## src/rtl/commit_pkg.sv

```systemverilog
// Shared definitions for the commit/result producer: CSR addresses, memory
// width encodings and the shadow CSR bundle.
package commit_pkg;

  localparam logic [11:0] CSR_MSTATUS  = 12'h300;
  localparam logic [11:0] CSR_MTVEC    = 12'h305;
  localparam logic [11:0] CSR_MSCRATCH = 12'h340;
  localparam logic [11:0] CSR_MEPC     = 12'h341;
  localparam logic [11:0] CSR_MCAUSE   = 12'h342;
  localparam logic [11:0] CSR_MTVAL    = 12'h343;

  localparam logic [6:0] W8  = 7'd8;
  localparam logic [6:0] W16 = 7'd16;
  localparam logic [6:0] W32 = 7'd32;

  typedef struct packed {
    logic [31:0] mstatus;
    logic [31:0] mscratch;
    logic [31:0] mtvec;
    logic [31:0] mepc;
    logic [31:0] mcause;
    logic [31:0] mtval;
  } csr_state_t;

  // Byte-keep mask for a lane of the given width in bits.
  function automatic logic [31:0] width_keep(input logic [6:0] w);
    case (w)
      W8:      width_keep = 32'h0000_00FF;
      W16:     width_keep = 32'h0000_FFFF;
      W32:     width_keep = 32'hFFFF_FFFF;
      default: width_keep = 32'h00FF_FFFF;
    endcase
  endfunction

endpackage

```

## src/rtl/mem_lane_norm.sv

```systemverilog
// Turns a word address, byte mask and word data into the byte address,
// access width and right-aligned data of the accessed lanes.
module mem_lane_norm
  import commit_pkg::*;
(
  input  logic [3:0]  mask_i,
  input  logic [31:0] addr_i,
  input  logic [31:0] data_i,
  output logic        valid_o,
  output logic [31:0] addr_o,
  output logic [6:0]  width_o,
  output logic [31:0] data_o
);

  logic [1:0] off;
  logic [2:0] cnt;

  always_comb begin
    off = 2'd0;
    cnt = 3'd0;
    // Descending scan so the lowest set bit wins.
    for (int i = 3; i >= 0; i--) begin
      if (mask_i[i]) off = 2'(i);
    end
    for (int i = 0; i < 4; i++) begin
      cnt = cnt + {2'b00, mask_i[i]};
    end
  end

  assign valid_o = |mask_i;
  assign addr_o  = addr_i + {30'd0, off};
  assign width_o = {1'b0, cnt, 3'b000};
  assign data_o  = (data_i >> {off, 3'b000}) & width_keep(width_o);

endmodule

```

## src/rtl/commit_result_tracker.sv

```systemverilog
// Registers per-retire RVFI pulses into the checker's commit packet and keeps
// the shadow GPR/CSR/pc state that the packet reports.
module commit_result_tracker
  import commit_pkg::*;
#(
  parameter logic [31:0] RESET_PC = 32'h0000_0000,
  parameter logic [31:0] MISA_VAL = 32'h4000_0100
) (
  input  logic          clock,
  input  logic          reset,
  input  logic          rvfi_valid,
  input  logic [63:0]   rvfi_order,
  input  logic [31:0]   rvfi_insn,
  input  logic [31:0]   rvfi_pc_rdata,
  input  logic [31:0]   rvfi_pc_wdata,
  input  logic          rvfi_trap,
  input  logic [31:0]   trap_cause,
  input  logic [4:0]    rvfi_rd_addr,
  input  logic [31:0]   rvfi_rd_wdata,
  input  logic [31:0]   rvfi_mem_addr,
  input  logic [3:0]    rvfi_mem_rmask,
  input  logic [3:0]    rvfi_mem_wmask,
  input  logic [31:0]   rvfi_mem_rdata,
  input  logic [31:0]   rvfi_mem_wdata,
  input  logic          csr_we,
  input  logic [11:0]   csr_addr,
  input  logic [31:0]   csr_wdata,
  output logic          instCommit_valid,
  output logic [31:0]   instCommit_inst,
  output logic [31:0]   instCommit_pc,
  output logic [1023:0] result_regs,
  output logic [31:0]   result_pc,
  output logic [31:0]   result_csr_misa,
  output logic [31:0]   result_csr_mstatus,
  output logic [31:0]   result_csr_mscratch,
  output logic [31:0]   result_csr_mtvec,
  output logic [31:0]   result_csr_mepc,
  output logic [31:0]   result_csr_mcause,
  output logic [31:0]   result_csr_mtval,
  output logic          event_valid,
  output logic [31:0]   event_cause,
  output logic [31:0]   event_exceptionPC,
  output logic [31:0]   event_exceptionInst,
  output logic          mem_read_valid,
  output logic [31:0]   mem_read_addr,
  output logic [6:0]    mem_read_memWidth,
  output logic [31:0]   mem_read_data,
  output logic          mem_write_valid,
  output logic [31:0]   mem_write_addr,
  output logic [6:0]    mem_write_memWidth,
  output logic [31:0]   mem_write_data,
  output logic          order_error
);

  logic ok_ret, trap_ret, gpr_we;
  assign ok_ret   = rvfi_valid & ~rvfi_trap;
  assign trap_ret = rvfi_valid & rvfi_trap;
  assign gpr_we   = ok_ret & (rvfi_rd_addr != 5'd0);

  // Lane normalisation for the load and store sides.
  logic        rd_v, wr_v;
  logic [31:0] rd_addr, rd_data, wr_addr, wr_data;
  logic [6:0]  rd_w, wr_w;

  mem_lane_norm u_read_norm (
    .mask_i (rvfi_mem_rmask), .addr_i (rvfi_mem_addr), .data_i (rvfi_mem_rdata),
    .valid_o(rd_v), .addr_o(rd_addr), .width_o(rd_w), .data_o(rd_data)
  );

  mem_lane_norm u_write_norm (
    .mask_i (rvfi_mem_wmask), .addr_i (rvfi_mem_addr), .data_i (rvfi_mem_wdata),
    .valid_o(wr_v), .addr_o(wr_addr), .width_o(wr_w), .data_o(wr_data)
  );

  genvar gi;
  generate
    for (gi = 0; gi < 32; gi++) begin : g_gpr
      if (gi == 0) begin : g_zero
        assign result_regs[31:0] = '0;
      end else begin : g_reg
        logic [31:0] gpr_q, gpr_d;
        always_comb begin
          gpr_d = gpr_q;
          if (gpr_we && (rvfi_rd_addr == 5'(gi))) gpr_d = rvfi_rd_wdata;
        end
        always_ff @(posedge clock or posedge reset) begin
          if (reset) gpr_q <= '0;
          else       gpr_q <= gpr_d;
        end
        assign result_regs[32*gi +: 32] = gpr_q;
      end
    end
  endgenerate

  csr_state_t  csr_q, csr_d;
  logic [31:0] pc_q, pc_d;

  always_comb begin
    csr_d = csr_q;
    pc_d  = pc_q;
    if (trap_ret) begin
      // Trap vector comes from the pre-instruction mtvec; csr_we is ignored.
      csr_d.mepc   = rvfi_pc_rdata;
      csr_d.mcause = trap_cause;
      csr_d.mtval  = '0;
      pc_d         = csr_q.mtvec & ~32'h3;
    end else if (ok_ret) begin
      pc_d = rvfi_pc_wdata;
      if (csr_we) begin
        case (csr_addr)
          CSR_MSTATUS:  csr_d.mstatus  = csr_wdata;
          CSR_MSCRATCH: csr_d.mscratch = csr_wdata;
          CSR_MTVEC:    csr_d.mtvec    = csr_wdata;
          CSR_MEPC:     csr_d.mepc     = csr_wdata;
          CSR_MCAUSE:   csr_d.mcause   = csr_wdata;
          CSR_MTVAL:    csr_d.mtval    = csr_wdata;
          default:      ;
        endcase
      end
    end
  end

  logic [63:0] expected_q, expected_d;
  logic        order_error_q, order_error_d;

  always_comb begin
    expected_d    = expected_q;
    order_error_d = order_error_q;
    if (rvfi_valid) begin
      expected_d = rvfi_order + 64'd1;
      if (rvfi_order != expected_q) order_error_d = 1'b1;
    end
  end

  logic        commit_valid_q, event_valid_q, mr_valid_q, mw_valid_q;
  logic [31:0] inst_q, ipc_q, ev_cause_q, ev_pc_q, ev_inst_q;
  logic [31:0] mr_addr_q, mr_data_q, mw_addr_q, mw_data_q;
  logic [6:0]  mr_w_q, mw_w_q;

  always_ff @(posedge clock or posedge reset) begin
    if (reset) begin
      csr_q          <= '0;
      pc_q           <= RESET_PC;
      expected_q     <= '0;
      order_error_q  <= 1'b0;
      commit_valid_q <= 1'b0;
      event_valid_q  <= 1'b0;
      mr_valid_q     <= 1'b0;
      mw_valid_q     <= 1'b0;
      inst_q         <= '0;
      ipc_q          <= '0;
      ev_cause_q     <= '0;
      ev_pc_q        <= '0;
      ev_inst_q      <= '0;
      mr_addr_q      <= '0;
      mr_data_q      <= '0;
      mr_w_q         <= '0;
      mw_addr_q      <= '0;
      mw_data_q      <= '0;
      mw_w_q         <= '0;
    end else begin
      csr_q          <= csr_d;
      pc_q           <= pc_d;
      expected_q     <= expected_d;
      order_error_q  <= order_error_d;
      commit_valid_q <= rvfi_valid;
      event_valid_q  <= trap_ret;
      mr_valid_q     <= ok_ret & rd_v;
      mw_valid_q     <= ok_ret & wr_v;
      if (rvfi_valid) begin
        inst_q <= rvfi_insn;
        ipc_q  <= rvfi_pc_rdata;
      end
      if (trap_ret) begin
        ev_cause_q <= trap_cause;
        ev_pc_q    <= rvfi_pc_rdata;
        ev_inst_q  <= rvfi_insn;
      end
      if (ok_ret && rd_v) begin
        mr_addr_q <= rd_addr;
        mr_data_q <= rd_data;
        mr_w_q    <= rd_w;
      end
      if (ok_ret && wr_v) begin
        mw_addr_q <= wr_addr;
        mw_data_q <= wr_data;
        mw_w_q    <= wr_w;
      end
    end
  end

  assign instCommit_valid    = commit_valid_q;
  assign instCommit_inst     = inst_q;
  assign instCommit_pc       = ipc_q;
  assign result_pc           = pc_q;
  assign result_csr_misa     = MISA_VAL;
  assign result_csr_mstatus  = csr_q.mstatus;
  assign result_csr_mscratch = csr_q.mscratch;
  assign result_csr_mtvec    = csr_q.mtvec;
  assign result_csr_mepc     = csr_q.mepc;
  assign result_csr_mcause   = csr_q.mcause;
  assign result_csr_mtval    = csr_q.mtval;
  assign event_valid         = event_valid_q;
  assign event_cause         = ev_cause_q;
  assign event_exceptionPC   = ev_pc_q;
  assign event_exceptionInst = ev_inst_q;
  assign mem_read_valid      = mr_valid_q;
  assign mem_read_addr       = mr_addr_q;
  assign mem_read_memWidth   = mr_w_q;
  assign mem_read_data       = mr_data_q;
  assign mem_write_valid     = mw_valid_q;
  assign mem_write_addr      = mw_addr_q;
  assign mem_write_memWidth  = mw_w_q;
  assign mem_write_data      = mw_data_q;
  assign order_error         = order_error_q;

endmodule

```

## config.mk

```make
export PLATFORM = sky130hd
export DESIGN_NAME = commit_result_tracker
export DESIGN_NICKNAME = d
export VERILOG_FILES = /design/src/rtl/commit_pkg.sv /design/src/rtl/mem_lane_norm.sv /design/src/rtl/commit_result_tracker.sv
export SDC_FILE = /design/constraint.sdc
export NUM_CORES = 2
export LEC_CHECK = 0
export CAP_MARGIN = 20
export CORE_AREA = 8 8 754 756
export CTS_CLUSTER_DIAMETER = 150
export CTS_CLUSTER_SIZE = 28
export DETAILED_ROUTE_END_ITERATION = 8
export DIE_AREA = 0 0 762 764
export DONT_BUFFER_PORTS = 1
export SETUP_SLACK_MARGIN = 0.02
export SLEW_MARGIN = 20
export SYNTH_ARGS = -nofsm -noshare
export SYNTH_HDL_FRONTEND = slang
export SYNTH_SLANG_ARGS = --single-unit
```

## constraint.sdc

```tcl
create_clock -name clock -period 136.3 [get_ports clock]
set_input_delay 27.26 -clock clock [delete_from_list [all_inputs] [get_ports clock]]
set_output_delay 27.26 -clock clock [all_outputs]
set_load 0.02 [all_outputs]
```

==> impl_metrics.tcl <==
set metrics [dict create \
    worst-r2r-setup-slack_ns 134.26 \
    netlist_instances 4776 \
    dieWidth_microns 762 \
    cts.repair.resized 0 \
    clockBufferDepth 4 \
    status "complete, no violations" \
    end_kind "async pin" \
    antenna_found_initial 135 \
    cts_tree "yes" \
    grt_pass1_vias 39400 \
    finalCriticalPeriod_ns 31.34 \
    rr_worst_depth 5 \
    gp_congestion 0.941 \
    fillers 62200 \
    multi_input_comb_area_sq_um 23200 \
    setup-tns-final_ns 0 \
    crit_fanout 155 \
    min_path_type "flip-flop to flip-flop" \
    yosys-top-cells-area "dfrtp_1, mux2_2, nand2_1" \
    synth_enable_flop_cells 0 \
    cts_hold_buf 0 \
    max_slew_margin 0.288 \
    clk_pin_slew_ns 0.12 \
    core_area_sq_um 556000 \
    nNetsFinal 4985 \
    post-dp-hpwl_mm 276 \
    grt_usage 0.113 \
    synthesis.area_sq_um 64100 \
    row_count 274 \
    grt.overflow.total 0 \
    viasPerCell 3.37 \
    leakagePower_nw 32.2 \
    dieArea_sq_um 582000 \
    worstMarginPinSlew_ns 1.07 \
    drc_errors 0 \
    path_cells "inv_8, buf_4, buf_4, buf_4, buf_12, buf_4, buf_4" \
    first_iter_violations 3997 \
    synth_top_family_by_area "multiplexers" \
    r2r_end "order_error" \
    port-buffer-count 0 \
    cp-endpoint "g_gpr[23].g_reg.gpr_q[28]" \
    yosys_most_used_dff "dfrtp_1" \
    synth_area_per_cell_sq_um 13.4 \
    synth.distinct_cells 54 \
    synth.ff_latch_count 1579 \
    clock_sinks 1579 \
    setup_viol 0 \
    synth_xor_area_frac 0.0220 \
    crit_type "input pin to async pin" \
    synth_simple_gate_area_share 0.0712 \
    cts_setup_buffers 0 \
    powerDensity_nw_per_um2 13.5 \
    die_h_microns 764 \
    start_util 0.115 \
    max_freq_mhz 31.9 \
    clock_latency_ns 0.86 \
    ant_nets 0 \
    fin_area_sq_um 75300 \
    path_common_cell "buf_4" \
    period_share 0.230 \
    grt_max_degree 291 \
    finalNonFillerCells 12200 \
    timing.final.max_slew_violations 0 \
    netlist.area_leader.share 0.616 \
    via_count 41000 \
    finClkSkew_ns 0.0339 \
    post_dp_cell_area_sq_um 72800 \
    cts_root_buf "clkbuf_16" \
    vdd_drop_max_uv 8.91 \
    synthArstFlopShare 1.00 \
    slowest_delay_ns 0.86 \
    muxShareOfSynthArea 0.221 \
    cts_buffers 76 \
    drive_gt1_frac 0.310 \
    finalHoldViolCount 0 \
    area_growth_pct 17.5 \
    yosysMostFrequentCell "dfrtp_1" \
    grt_pass1_wl_mm 439 \
    synth_compound_area_frac 0.0350 \
    worstSetupStartpointType "input pin" \
    design.portCount 1969 \
    yosys.area.top_type "dfrtp_1" \
    holdWs_ns 0.532 \
    crit_required_ns 137.13 \
    synth_common_cells "dfrtp_1, mux2_2, nand2_1" \
    dp_cells 12000 \
    timing.rr.start "expected_q[45]" \
    wl_per_cell_microns 28.7 \
    wl_mm 350 \
    crit_start "reset" \
    yosysSeqAreaShare 0.616 \
    first_pass_iters 6 \
    rsz0062_at_grt "false" \
    ys_warn_count 0 \
    worst_ep_arrival_time_ns 32.17 \
    seq_area_sq_um 39500 \
    cts.htree.levels 3 \
    synth_fa_ha_area_frac 0.00277 \
    critPathSlowestCell "buf_4" \
    maxCapViolations 0 \
]
how the worst min path moves through the flow:
stage                              from       endpoint  slack, ns  cells past startpoint
after global placement    expected_q[0]  expected_q[0]       0.50                      2
after global routing      expected_q[1]  expected_q[1]       0.55                      1
after detailed placement  expected_q[0]  expected_q[0]       0.51                      2
after floorplan           expected_q[0]  expected_q[0]       0.47                      2
after CTS                 expected_q[0]  expected_q[0]       0.54                      2
final                     expected_q[0]  expected_q[0]       0.53                      2
metal layers:
layer,wire length [microns],share of wire,up-vias,GRT usage
met1,123000,0.35,21700,0.120
met4,19100,0.055,64,0.0534
met5,433,0.0012,-,0
met3,45600,0.13,595,0.0595
met2,162000,0.46,2554,0.185
li1,-,-,16100,-
logic make-up (layout without fill, tap and decap cells):
logic type | count (synthesis) | after routing
AOI/OAI and AO/OA | 339 | 339
xor gates and xnor gates | 161 | 161
adders and majority gates | 13 | 13
buffers and inverters | 437 | 196
DFF | 1579 | 1579
muxes | 1257 | 1257
other | 2 | 192
and+or+nand+nor | 988 | 988
layout make-up:
class / count / share of cell area
clock inverters: 15 / 0.00407
repair buffers: 79 / 0.00903
clock buffers: 78 / 0.0253
inverters: 24 / 0.00133
diodes: 120 / 0.00399
flip-flops and latches: 1579 / 0.524
well taps: 7452 / 0.124
multi-input cells: 2830 / 0.308
where the power goes:
group | internal (mW) | switching (mW) | leakage (nW)
logic | 0.0450 | 0.0432 | 10.6
registers | 0.523 | 0.131 | 20.5
clock network | 0.107 | 0.166 | 1.07
worst max-delay path, delay by kind of cell:
kind                   cells  cell delay, ns
buffers and inverters      7            4.43
stage by stage:
stage          power (mW)   util  setup WS (ns)
5_1_grt              1.05  0.135         104.37
3_5_place_dp        0.753  0.131         103.97
2_1_floorplan       0.705      -          64.49
3_3_place_gp        0.749  0.131         103.99
4_1_cts              1.03  0.135         104.94
6_report             1.01  0.136         104.96
state kept, by name, summed over array words and instances (netlist names), 3 cells and up:
| name | cells |
|---|---|
| expected_q | 64 |
| result_csr_mtvec | 32 |
| mem_read_data | 32 |
| result_csr_mcause | 32 |
| event_cause | 32 |
| mem_read_addr | 32 |
| g_gpr.g_reg.gpr_q | 992 |
| result_csr_mscratch | 32 |
| mem_write_data | 32 |
| result_csr_mstatus | 32 |
| mem_write_memWidth | 3 |
| mem_write_addr | 32 |
| instCommit_pc | 32 |
| instCommit_inst | 32 |
| result_csr_mepc | 32 |
| result_pc | 32 |
| mem_read_memWidth | 3 |
| event_exceptionInst | 32 |
| event_exceptionPC | 32 |
| result_csr_mtval | 32 |
cell usage in the layout (no fill, tap or decap), types with 6 or more instances in the layout:
master,synthesis,final
and2_1,10,9
nor2b_1,12,11
a2bb2oi_1,32,32
mux2i_1,62,57
inv_1,21,20
diode_2,0,120
mux2_1,12,12
a31oi_1,29,29
and4_1,14,14
or2_2,6,6
or4_1,13,13
conb_1,2,72
a21oi_1,74,72
a22o_1,66,66
o2bb2ai_1,16,16
mux2_2,1173,1173
xor2_1,53,53
ha_1,11,11
nor4_1,23,19
or3_1,22,22
nand4_1,62,62
clkbuf_16,0,76
nand2_2,0,9
xnor2_1,108,108
buf_4,72,71
nand2_1,547,535
nor2_1,142,129
mux4_2,10,10
nor4_2,6,7
dfrtp_1,1579,1579
o21ai_0,89,88
nor2_4,0,12
nor3_1,26,24
a211oi_1,6,6
nand3_1,43,40
o31ai_1,18,17
and3_1,36,36
No activity file was read; power rests on OpenSTA's default activity.
